**src/rtl/mainfsm.sv**
```systemverilog
// rtl/mainfsm.sv - main sequencing state machine for the multicycle ARM core
//
// Steps the shared datapath through fetch, decode, address generation,
// memory access, execute and writeback. FETCH, MEMREAD and MEMWRITE wait
// for MemReady, so the core can run against variable-latency memory.
//
// Ports:
//   clk        in   1  single clock, rising edge
//   reset      in   1  synchronous, active-low; forces FETCH
//   Op         in   2  Instr[27:26]
//   Funct      in   6  Instr[25:20]; bit 5 = I, bit 0 = L/S
//   MemReady   in   1  memory completed the current access this cycle
//   IRWrite    out  1  latch instruction register
//   AdrSrc     out  1  0: PC, 1: ALUOut drives memory address
//   ALUSrcA    out  2  00: reg A, 01: PC, 10: ALUOut
//   ALUSrcB    out  2  00: WriteData, 01: ExtImm, 10: constant 4
//   ResultSrc  out  2  00: ALUOut, 01: Data, 10: ALUResult
//   NextPC     out  1  PC update request
//   RegW       out  1  register write request
//   MemW       out  1  memory write request
//   Branch     out  1  branch request
//   ALUOp      out  1  0: add, 1: decode from Funct
//   State      out  4  current state code
module mainfsm (
  input  logic       clk,
  input  logic       reset,
  input  logic [1:0] Op,
  input  logic [5:0] Funct,
  input  logic       MemReady,
  output logic       IRWrite,
  output logic       AdrSrc,
  output logic [1:0] ALUSrcA,
  output logic [1:0] ALUSrcB,
  output logic [1:0] ResultSrc,
  output logic       NextPC,
  output logic       RegW,
  output logic       MemW,
  output logic       Branch,
  output logic       ALUOp,
  output logic [3:0] State
);

  localparam logic [3:0] S_FETCH    = 4'd0;
  localparam logic [3:0] S_DECODE   = 4'd1;
  localparam logic [3:0] S_MEMADR   = 4'd2;
  localparam logic [3:0] S_MEMREAD  = 4'd3;
  localparam logic [3:0] S_MEMWB    = 4'd4;
  localparam logic [3:0] S_MEMWRITE = 4'd5;
  localparam logic [3:0] S_EXECUTER = 4'd6;
  localparam logic [3:0] S_EXECUTEI = 4'd7;
  localparam logic [3:0] S_ALUWB    = 4'd8;
  localparam logic [3:0] S_BRANCH   = 4'd9;

  localparam logic [1:0] OP_DP  = 2'b00;
  localparam logic [1:0] OP_MEM = 2'b01;
  localparam logic [1:0] OP_BR  = 2'b10;

  logic [3:0] state_q;
  logic [3:0] state_d;

  // Raw (ungated) write enables; reset masking is applied at the ports.
  logic ir_write_raw;
  logic next_pc_raw;
  logic reg_w_raw;
  logic mem_w_raw;
  logic branch_raw;

  // Only the I and L/S bits steer sequencing; the rest belong to the ALU decoder.
  logic unused_funct;
  assign unused_funct = ^Funct[4:1];

  // State register
  always_ff @(posedge clk) begin
    if (!reset) begin
      state_q <= S_FETCH;
    end else begin
      state_q <= state_d;
    end
  end

  // Next-state logic
  always_comb begin
    state_d = S_FETCH;
    case (state_q)
      S_FETCH: begin
        state_d = MemReady ? S_DECODE : S_FETCH;
      end
      S_DECODE: begin
        case (Op)
          OP_MEM:  state_d = S_MEMADR;
          OP_DP:   state_d = Funct[5] ? S_EXECUTEI : S_EXECUTER;
          OP_BR:   state_d = S_BRANCH;
          default: state_d = S_FETCH;  // undefined opcode: drop instruction
        endcase
      end
      S_MEMADR: begin
        state_d = Funct[0] ? S_MEMREAD : S_MEMWRITE;
      end
      S_MEMREAD: begin
        state_d = MemReady ? S_MEMWB : S_MEMREAD;
      end
      S_MEMWB: begin
        state_d = S_FETCH;
      end
      S_MEMWRITE: begin
        state_d = MemReady ? S_FETCH : S_MEMWRITE;
      end
      S_EXECUTER: begin
        state_d = S_ALUWB;
      end
      S_EXECUTEI: begin
        state_d = S_ALUWB;
      end
      S_ALUWB: begin
        state_d = S_FETCH;
      end
      S_BRANCH: begin
        state_d = S_FETCH;
      end
      default: begin
        state_d = S_FETCH;  // illegal codes recover in one edge
      end
    endcase
  end

  // Output decode (Moore, except FETCH's IRWrite/NextPC follow MemReady)
  always_comb begin
    ir_write_raw = 1'b0;
    next_pc_raw  = 1'b0;
    reg_w_raw    = 1'b0;
    mem_w_raw    = 1'b0;
    branch_raw   = 1'b0;
    AdrSrc       = 1'b0;
    ALUSrcA      = 2'b00;
    ALUSrcB      = 2'b00;
    ResultSrc    = 2'b00;
    ALUOp        = 1'b0;
    case (state_q)
      S_FETCH: begin
        ALUSrcA      = 2'b01;
        ALUSrcB      = 2'b10;
        ResultSrc    = 2'b10;
        ir_write_raw = MemReady;
        next_pc_raw  = MemReady;
      end
      S_DECODE: begin
        // PC+8 computed here for instructions that read R15
        ALUSrcA   = 2'b01;
        ALUSrcB   = 2'b10;
        ResultSrc = 2'b10;
      end
      S_MEMADR: begin
        ALUSrcA = 2'b00;
        ALUSrcB = 2'b01;
      end
      S_MEMREAD: begin
        AdrSrc    = 1'b1;
        ResultSrc = 2'b00;
      end
      S_MEMWB: begin
        ResultSrc = 2'b01;
        reg_w_raw = 1'b1;
      end
      S_MEMWRITE: begin
        AdrSrc    = 1'b1;
        ResultSrc = 2'b00;
        mem_w_raw = 1'b1;
      end
      S_EXECUTER: begin
        ALUSrcA = 2'b00;
        ALUSrcB = 2'b00;
        ALUOp   = 1'b1;
      end
      S_EXECUTEI: begin
        ALUSrcA = 2'b00;
        ALUSrcB = 2'b01;
        ALUOp   = 1'b1;
      end
      S_ALUWB: begin
        ResultSrc = 2'b00;
        reg_w_raw = 1'b1;
      end
      S_BRANCH: begin
        ALUSrcA    = 2'b00;
        ALUSrcB    = 2'b01;
        ResultSrc  = 2'b10;
        branch_raw = 1'b1;
      end
      default: begin
      end
    endcase
  end

  // Write enables are masked combinationally so an in-flight store or
  // writeback is cut off in the same cycle reset is asserted.
  assign IRWrite = ir_write_raw & reset;
  assign NextPC  = next_pc_raw  & reset;
  assign RegW    = reg_w_raw    & reset;
  assign MemW    = mem_w_raw    & reset;
  assign Branch  = branch_raw   & reset;
  assign State   = state_q;

endmodule

```
**config.mk**
```make
export PLATFORM = sky130hd
export DESIGN_NAME = mainfsm
export DESIGN_NICKNAME = d
export VERILOG_FILES = /design/src/rtl/mainfsm.sv
export SDC_FILE = /design/constraint.sdc
export NUM_CORES = 1
export LEC_CHECK = 0
export ABC_AREA = 1
export CAP_MARGIN = 20
export CORE_AREA = 3 3 40 42
export DETAILED_ROUTE_END_ITERATION = 8
export DIE_AREA = 0 0 43 45
export GPL_ROUTABILITY_DRIVEN = 0
export PLACE_DENSITY = 0.81
export SLEW_MARGIN = 20
export SYNTH_ARGS = -nofsm -noshare
export SYNTH_HDL_FRONTEND = slang
export SYNTH_SLANG_ARGS = --single-unit
```
**constraint.sdc**
```tcl
create_clock -name clk -period 1 [get_ports clk]
set_input_delay 0.1 -clock clk [delete_from_list [all_inputs] [get_ports clk]]
set_output_delay 0.1 -clock clk [all_outputs]
set_load 0.02 [all_outputs]
```
Word level (Yosys, flattened, before mapping)
Cells that the tools add are included.

storage, ports and cells
  bits of input ports = 11
  memory bits (read-only) = 0
  output and inout port bits = 17
  memories kept = 0
  bits in latches = 0
  logic and storage cells = 40
  memory bits (writable) = 0
  flip-flop bits (word level) = 4

cells by class
  divide/modulo/power cells = 0
  $lt $le $gt $ge = 0
  $add $sub $neg = 0
  multiplexer cells = 16
  shift operators = 0
  multiply operators = 0
  equality and inequality tests = 11
  bitwise gates (word level) = 4
  reduce and logical (&&, ||, !) cells = 8

operators by type and width
  operator                                             number
  case mux 4 bit (6 select lines)                      1
  equality test 4 x 3 -> 1 bit, second input constant  4
  case mux 4 bit (3 select lines)                      1
  2-to-1 mux 1 bit                                     9
  2-to-1 mux 3 bit                                     3
  equality test 4 x 2 -> 1 bit, second input constant  2
  equality test 4 bit, second input constant           2
  case mux 2 bit (2 select lines)                      2
  OR reduction 2 bit                                   4
  OR reduction 3 bit                                   2
  AND 1 bit                                            4
  equality test 4 x 1 -> 1 bit, second input constant  1
  zero test 4 bit                                      1
  equality test 2 x 1 -> 1 bit, second input constant  1
  equality test 2 bit, second input constant           1
  zero test 2 bit                                      1

Logic depth before layout (Yosys ltp)
  depth after elaboration = 4
  mapped depth = 8
  depth with buffers taken out = 7

Least setup slack after synthesis
No wires, ideal clock.

  path kind = register to output
  start point = register state_q[3] (netlist: State[3])
  end point = output port NextPC
  setup slack = -0.386 ns
  stages on the path, launching flop included = 5
  data required time = 0.900 ns
  arrival time = 1.286 ns
  path buffers = 1
  path through = dfxtp_1 -> nor2_2 -> nand3_1 -> nor2_1 -> buf_4

between the ends
  longest elaborated chain between the ends = 3

RTL lines
  element                 line  RTL
  from (decl)             58    logic [3:0] state_q;
  from (signal assigned)  77    state_q <= state_d;
  zero test 4 bit         --
  2-to-1 mux 1 bit        --
  AND 1 bit               --
  to (decl)               35    output logic NextPC,

No other way between the ends.

Final worst setup path
  start point = register state_q[2] (netlist: State[2])
  end point = output port ALUOp

between the ends
  longest elaborated chain between the ends = 3
  elaborated cells on any way between the ends = 4
  classes of those cells = 2 x eq/ne; 1 x mux; 1 x reduce/logical

RTL lines
  element                           line  RTL
  equality test 4 x 3 -> 1 bit      138   case (state_q)
  OR reduction 2 bit (no line) (*)  --
  2-to-1 mux 1 bit (*)              138
  to (decl)                         39    output logic ALUOp,

Mark *: on every way between the ends. The rest lies on a longest branch, timed or not.

==> key figures <==
Synth
  – Cell count after synthesis: 66
  – XOR/XNOR Fraction of Synth Area: 0%
  – Synth Area in Simple Gates: between 50% and 60%
  – Syn_nets: between 70 and 80
  – Synth Cell Area: roughly 380 sq um
  – Count leader, synth: nor2_1
  – Synth Area in Adders: 0%
  – Area leader, netlist: dfxtp_1
  – Synth Area per Inst: about 5.7 sq um
  – Top cells by count, synth: 15 x nor2_1, 10 x nand2_1, 8 x inv_1, 8 x nand3_1, 4 x dfxtp_1
  – Synth cell types: 19
  – Share of flip-flops with an asynchronous set or reset: 0%
  – Post-synthesis register bit count: 4
  – Multiplexer share of the synthesized area: 0%
  – Largest family of logic cells by synthesized area: simple AND/OR/NAND/NOR gates
  – Sequential area share after synthesis: between 20% and 30%
  – Synthesis Warnings: 0
  – Synth Area in Compound Gates: approximately 8.6%
  – EDFF count, synth: 0
  – Top_reg_cell synth: dfxtp_1
  – Area contributors post-synth: dfxtp_1 21%, nor2_1 15%, nand3_1 11%
  – Yosys top cell area share: between 20% and 30%

Global route
  – Initial antenna violation count: 0
  – GRT overflow: 0
  – All-Layer GR Usage: 17.14%
  – Largest net degree at the start of global routing: 7
  – First-pass GRT wire length: ~2.4 mm
  – Number of global-route vias before repair: 581

Min path
  – Worst hold path type: input port to flop
  – Hold Crit Depth: 3

Floorplanning
  – Die Height: around 45 um
  – Initial Util: between 20% and 30%
  – Num ports: 28
  – Cell row count: 13
  – Area of the die: a little under 2000 sq um
  – Width of the die: between 40 and 50 um
  – Total core area: ~1300 sq um

Placement
  – Buffers on Ports: 22
  – DP Wirelength: between 1 and 1.5 mm
  – Placed Cells: 115
  – Setup slack at placement: -0.6000 ns

Timing
  – Fin worst setup slack: -0.2932 ns
  – Max Slew Vio Count: 0
  – Final setup violation count: 18
  – Clk_skew: ~0.0053 ns
  – Setup TNS: -3.424 ns
  – Final Hold Fails: 0
  – Tcrit/Tclk final: 129.3%
  – RSZ-0062 raised after global routing: yes
  – Fmax: around 770 MHz
  – Min Tclk post-route: roughly 1.3 ns

Critical path
  – Worst R2R Setup Slack: -0.16 ns
  – Worst Path Max Fanout: 3
  – Worst path cell trace: inv_4 > nor2_4 > buf_4 > nand2_1 > inv_1 > buf_6
  – Setup crit start kind: flop
  – Cell family with most CP delay: buffers and inverters
  – Crit path kind: flop to output pin
  – Critical Path RT: around 0.90 ns
  – Critical path's largest stage delay: approximately 0.37 ns
  – Worst path buffer plus inverter count: 4
  – Endpoint arrival time on the critical path: between 1 and 1.5 ns
  – Register-to-Register Path Depth: 9
  – CP Depth: 6
  – Critical Path Sink Type: output pin
  – Slowest-stage cell, CP: dfxtp_4

Drt
  – First drt pass iteration count: 4
  – Post-DRT Antenna Nets: 0
  – Vias: approximately 600
  – Routed wire length per instance: 13.11 um
  – Vias per inst: 4.950
  – Total wire length: around 1.6 mm
  – Residual DRC: 0
  – Initial DRC Count: 11

Cells and area
  – Nets: roughly 120
  – Layout cells sized above 1: between 60% and 70%
  – Antenna diodes: 0
  – Post-route insts no fill: approximately 120
  – Max reg flops: 4
  – Area Overhead vs Synth: 139.7%

Clocking
  – CTS Hold Bufs: 0
  – Clock Sinks: 4
  – Clk Latency, worst-skew pair: roughly 0.25 ns
  – Buffer depth of the longest clock path: 2
  – CTS Buf Count: 3
  – CTS root buf: clkbuf_4
  – CTS tree: yes
  – Reg clk slew, reported paths: 0.04 ns
  – Htree depth: 1

Pwr
  – P per Cell Area: approximately 950 nW/um^2
  – Pleak: 0.4469 nW
  – Design Power: around 0.86 mW
  – Worst VDD drop: ~0.00065 V

Flow run
  – Max-Cap Viols: 0

Outcome
  – Outcome: complete, but fails checks
  – Failing checks: setup timing
-- worst paths after layout --
kind	from	end
worst min-delay path	reset	State[1]
worst max-delay path	State[2]	ALUOp
worst max register to register	State[2]	State[0]
worst min register to register	State[1]	State[3]
-- layout make-up --
type | instances | area [sq um]
flip-flops and latches | 4 | 95.09
fillers | 115 | 379.1
well taps | 15 | 18.77
multi-input cells | 48 | 357.8
inverters | 11 | 46.29
repair buffers | 40 | 365.4
clock buffers | 3 | 22.52
-- worst reg2reg max path: stages (launching register included) --
cell and delay (ns):
dfxtp_4 0.37, inv_4 0.05, buf_4 0.14, nand2_4 0.10
buf_6 0.11, nor2_4 0.03, nand2_1 0.05, nand2_1 0.05
nor2_1 0.09, nor2_1 0.05
-- what timing repair did --
item                       CTS  global route
setup endpoints to repair   20            20
gates resized for setup     90            18
pin swaps                    9             3
buffers inserted             1             4
-- metal layers --
metal  global-route usage [%]  vias to the layer above  share of wire (%)
met5                        0                        -                  0
met1                    15.63                      284                 33
met4                    13.25                        0                2.4
met2                    33.83                       24                 58
met3                    2.390                        5                6.1
li1                         -                      286                  -
-- metrics by stage --
step | util, % | hold WS, ns | instance area, sq um
after global placement | 60.08 | 0.6653 | 772.0
after CTS | 63.68 | 0.4698 | 818.3
after global routing | 70.50 | 0.4944 | 905.9
after detailed placement | 60.08 | 0.6641 | 772.0
after floorplan | - | 0.2036 | 450.4
final | 70.50 | 0.4671 | 905.9
-- cells by family after synthesis --
kind of cell / Yosys count
buffers and inverters: 14
AO/OA/AOI/OAI: 6
other: 1
AND/OR/NAND/NOR: 41
flip-flops: 4
-- cells in the final DEF (no fill, tap or decap), types with 2 or more instances in the layout --
cell and instances:
a21oi_2 2, buf_4 20, buf_6 13, clkbuf_4 3, clkdlybuf4s50_1 6, dfxtp_4 4
inv_1 6, inv_2 3, inv_4 2, nand2_1 9, nand2_4 2, nand3_1 2
nand3_2 5, nor2_1 8, nor2_2 3, nor2_4 8, o21ai_1 2
-- power by group --
| part | internal [mW] | switching [mW] | leakage [nW] |
|---|---|---|---|
| combinational | 0.220 | 0.224 | 0.398 |
| sequential | 0.169 | 0.0286 | 0.0356 |
| clock | 0.135 | 0.0817 | 0.0138 |
Power figures use the tool's default switching activity.
==> edit: new RTL, config.mk and constraints unchanged <==
Reset style: asynchronous (`reset`), changed in one clocked block.
--- a/src/rtl/mainfsm.sv
+++ b/src/rtl/mainfsm.sv
@@ -70,7 +70,7 @@
   assign unused_funct = ^Funct[4:1];
 
   // State register
-  always_ff @(posedge clk) begin
+  always_ff @(posedge clk or negedge reset) begin
     if (!reset) begin
       state_q <= S_FETCH;
     end else begin
Behaviour: differs if reset is asserted again (counterexample within 4 cycles, from zero or initial values and one cycle with reset low); with reset held inactive, the same outputs for 10 cycles.
==> edit against the unedited design <==
The run still ends with setup timing left. Sequential cell count stayed put. Clock skew fell by 0.00081 ns. Cell area is 8.1% higher. Synthesized area increased by 2.0%. Die area did not move. Routed wire length up 0.57%. Via count is 4.0% lower. First-iteration DRC count down 36%. Setup slack got worse by 0.087 ns. Sequential share of layout area is 0.23 points higher. Utilization up 5.7 points. Global-route usage down 0.96 points. Critical path depth shrank 2.
Power is not compared: it rests on default switching activity, and its combinational part moved more than twofold at a synthesized area within 25%.
==> edit: results (changes against the unedited design) <==
final_nets: 120  # was 119
clk_pin_slew_worst_paths_ns: 0.04  # about the same
vias: 575  # was 599
p_switching_uw: 1297
wire_per_inst_um: 13.07  # was 13.11 um
preCtsSetupSlack_ns: -0.6689  # was -0.6000 ns
syn_nets: 72  # was 77
grt_pass1_vias: 538  # was 581
cp_slowest_stage_delay_ns: 0.46  # was 0.37 ns
yosys-top-cells-count: "nor2_1, inv_1, nand2_1"  # was nor2_1, nand2_1, inv_1, nand3_1, dfxtp_1
synthTopCellsByArea: "dfrtp_1, nor2_1, inv_1"  # was dfxtp_1, nor2_1, nand3_1
path_max_fanout: 5  # was 3
yosysSeqAreaShare_pct: 25.97  # was 21.19%
layout_setup_ws_ns: -0.3797  # was -0.2932 ns
cpLargestDelayFamily: "flip-flops"  # was buffers and inverters
synth_cell_type_count: 17  # was 19
dpl.hpwl_mm: 1.063  # was 1.135 mm
violations: "setup timing"  # unchanged
syn_area_per_cell_sq_um: 6.318  # was 5.725 sq um
antenna_cells: 0  # unchanged
async_flop_share_pct: 100.0  # was 0%
min_path_type: "primary input to asynchronous set/reset pin"  # was primary input to flop
clock_latency_ns: 0.24
drive_gt1_share_pct: 71.03  # was 65.09%
cp_slowest_cell: "dfrtp_2"  # was dfxtp_4
finClkSkew_ns: 0.004487  # was 0.005296 ns
root_buffer: "clkbuf_4"  # unchanged
nFillCells: 93  # was 115
cts_max_path_buffers: 2  # unchanged
arrival_ns: 1.28  # was 1.19 ns
finalSetupViolCount: 19  # was 18
largest_reg_flops: 4  # unchanged
place_inst: 110  # was 115
grt_use_total_pct: 16.18  # was 17.14%
first_iter_violations: 7  # was 11
wl_mm: 1.595  # was 1.586 mm
dr.pass1.iters: 2  # was 4
setup_tns_ns: -4.759  # was -3.424 ns
outcome: "finished, violations left"  # unchanged
grt_pass1_wl_mm: 2.290  # was 2.415 mm
setup.worst_path.start: "State[3]"  # was State[2]
r2r.worst_path.cells: 7  # was 9
r2r_start: "State[0]"  # was State[2]
edit: cell types whose count changed after synthesis, moves of 2 or more:
cell,before,now
inv_2,3,0
inv_1,8,10
a21oi_1,2,0
nor2_2,3,0
dfxtp_1,4,0
nor2_1,15,12
buf_4,2,4
nand3_1,8,6
nand4_1,0,3
dfrtp_1,0,4
edit: timing repair:
item	in CTS	in global routing
buffers inserted	5	8
hold buffers	0	0
setup endpoints to repair	20	19
resized for setup	92	23
pin swaps	11	4
edit: kinds of logic (layout without fill, tap and decap cells):
family	after synthesis	after routing	synth area share, %
DFF	4	4	25.98
buffers and inverters	14	60	17.53
other	1	1	0.9731
AOI/OAI and AO/OA	6	6	9.417
and+or+nand+nor	36	36	46.10
edit: stage by stage:
stage          power (uW)  util [%]  area (sq um)
6_report             2768     76.24         979.7
3_3_place_gp         2001     61.93         795.8
4_1_cts              2376     66.70         857.1
3_5_place_dp         2038     61.93         795.8
2_1_floorplan        1308         -         474.2
5_1_grt              2952     76.24         979.7
edit: layout make-up:
class / instances / area [sq um] / area share (%)
well taps: 15 / 18.77 / 1.916
multi-input cells: 43 / 344.1 / 35.12
inverters: 10 / 47.55 / 4.853
clock buffers: 3 / 22.52 / 2.299
repair buffers: 47 / 441.7 / 45.08
flip-flops and latches: 4 / 105.1 / 10.73
edit: final timing paths:
check,end,slack (ns)
min in group clk,State[3],0.53
min,State[2],0.18
min reg2reg,State[3],0.83
max,IRWrite,-0.38
max reg2reg,State[1],-0.30
max in group asynchronous,State[1],0.70
edit: layer usage:
layer / track usage, % / part of all wire [%] / wire length, um / vias up
met3: 4.781 / 6.1 / 98 / 4
met4: 4.819 / 2.1 / 34 / 0
met5: 0 / 0 / 0 / -
met2: 29.94 / 57 / 915 / 21
met1: 17.92 / 34 / 547 / 265
li1: - / - / - / 285
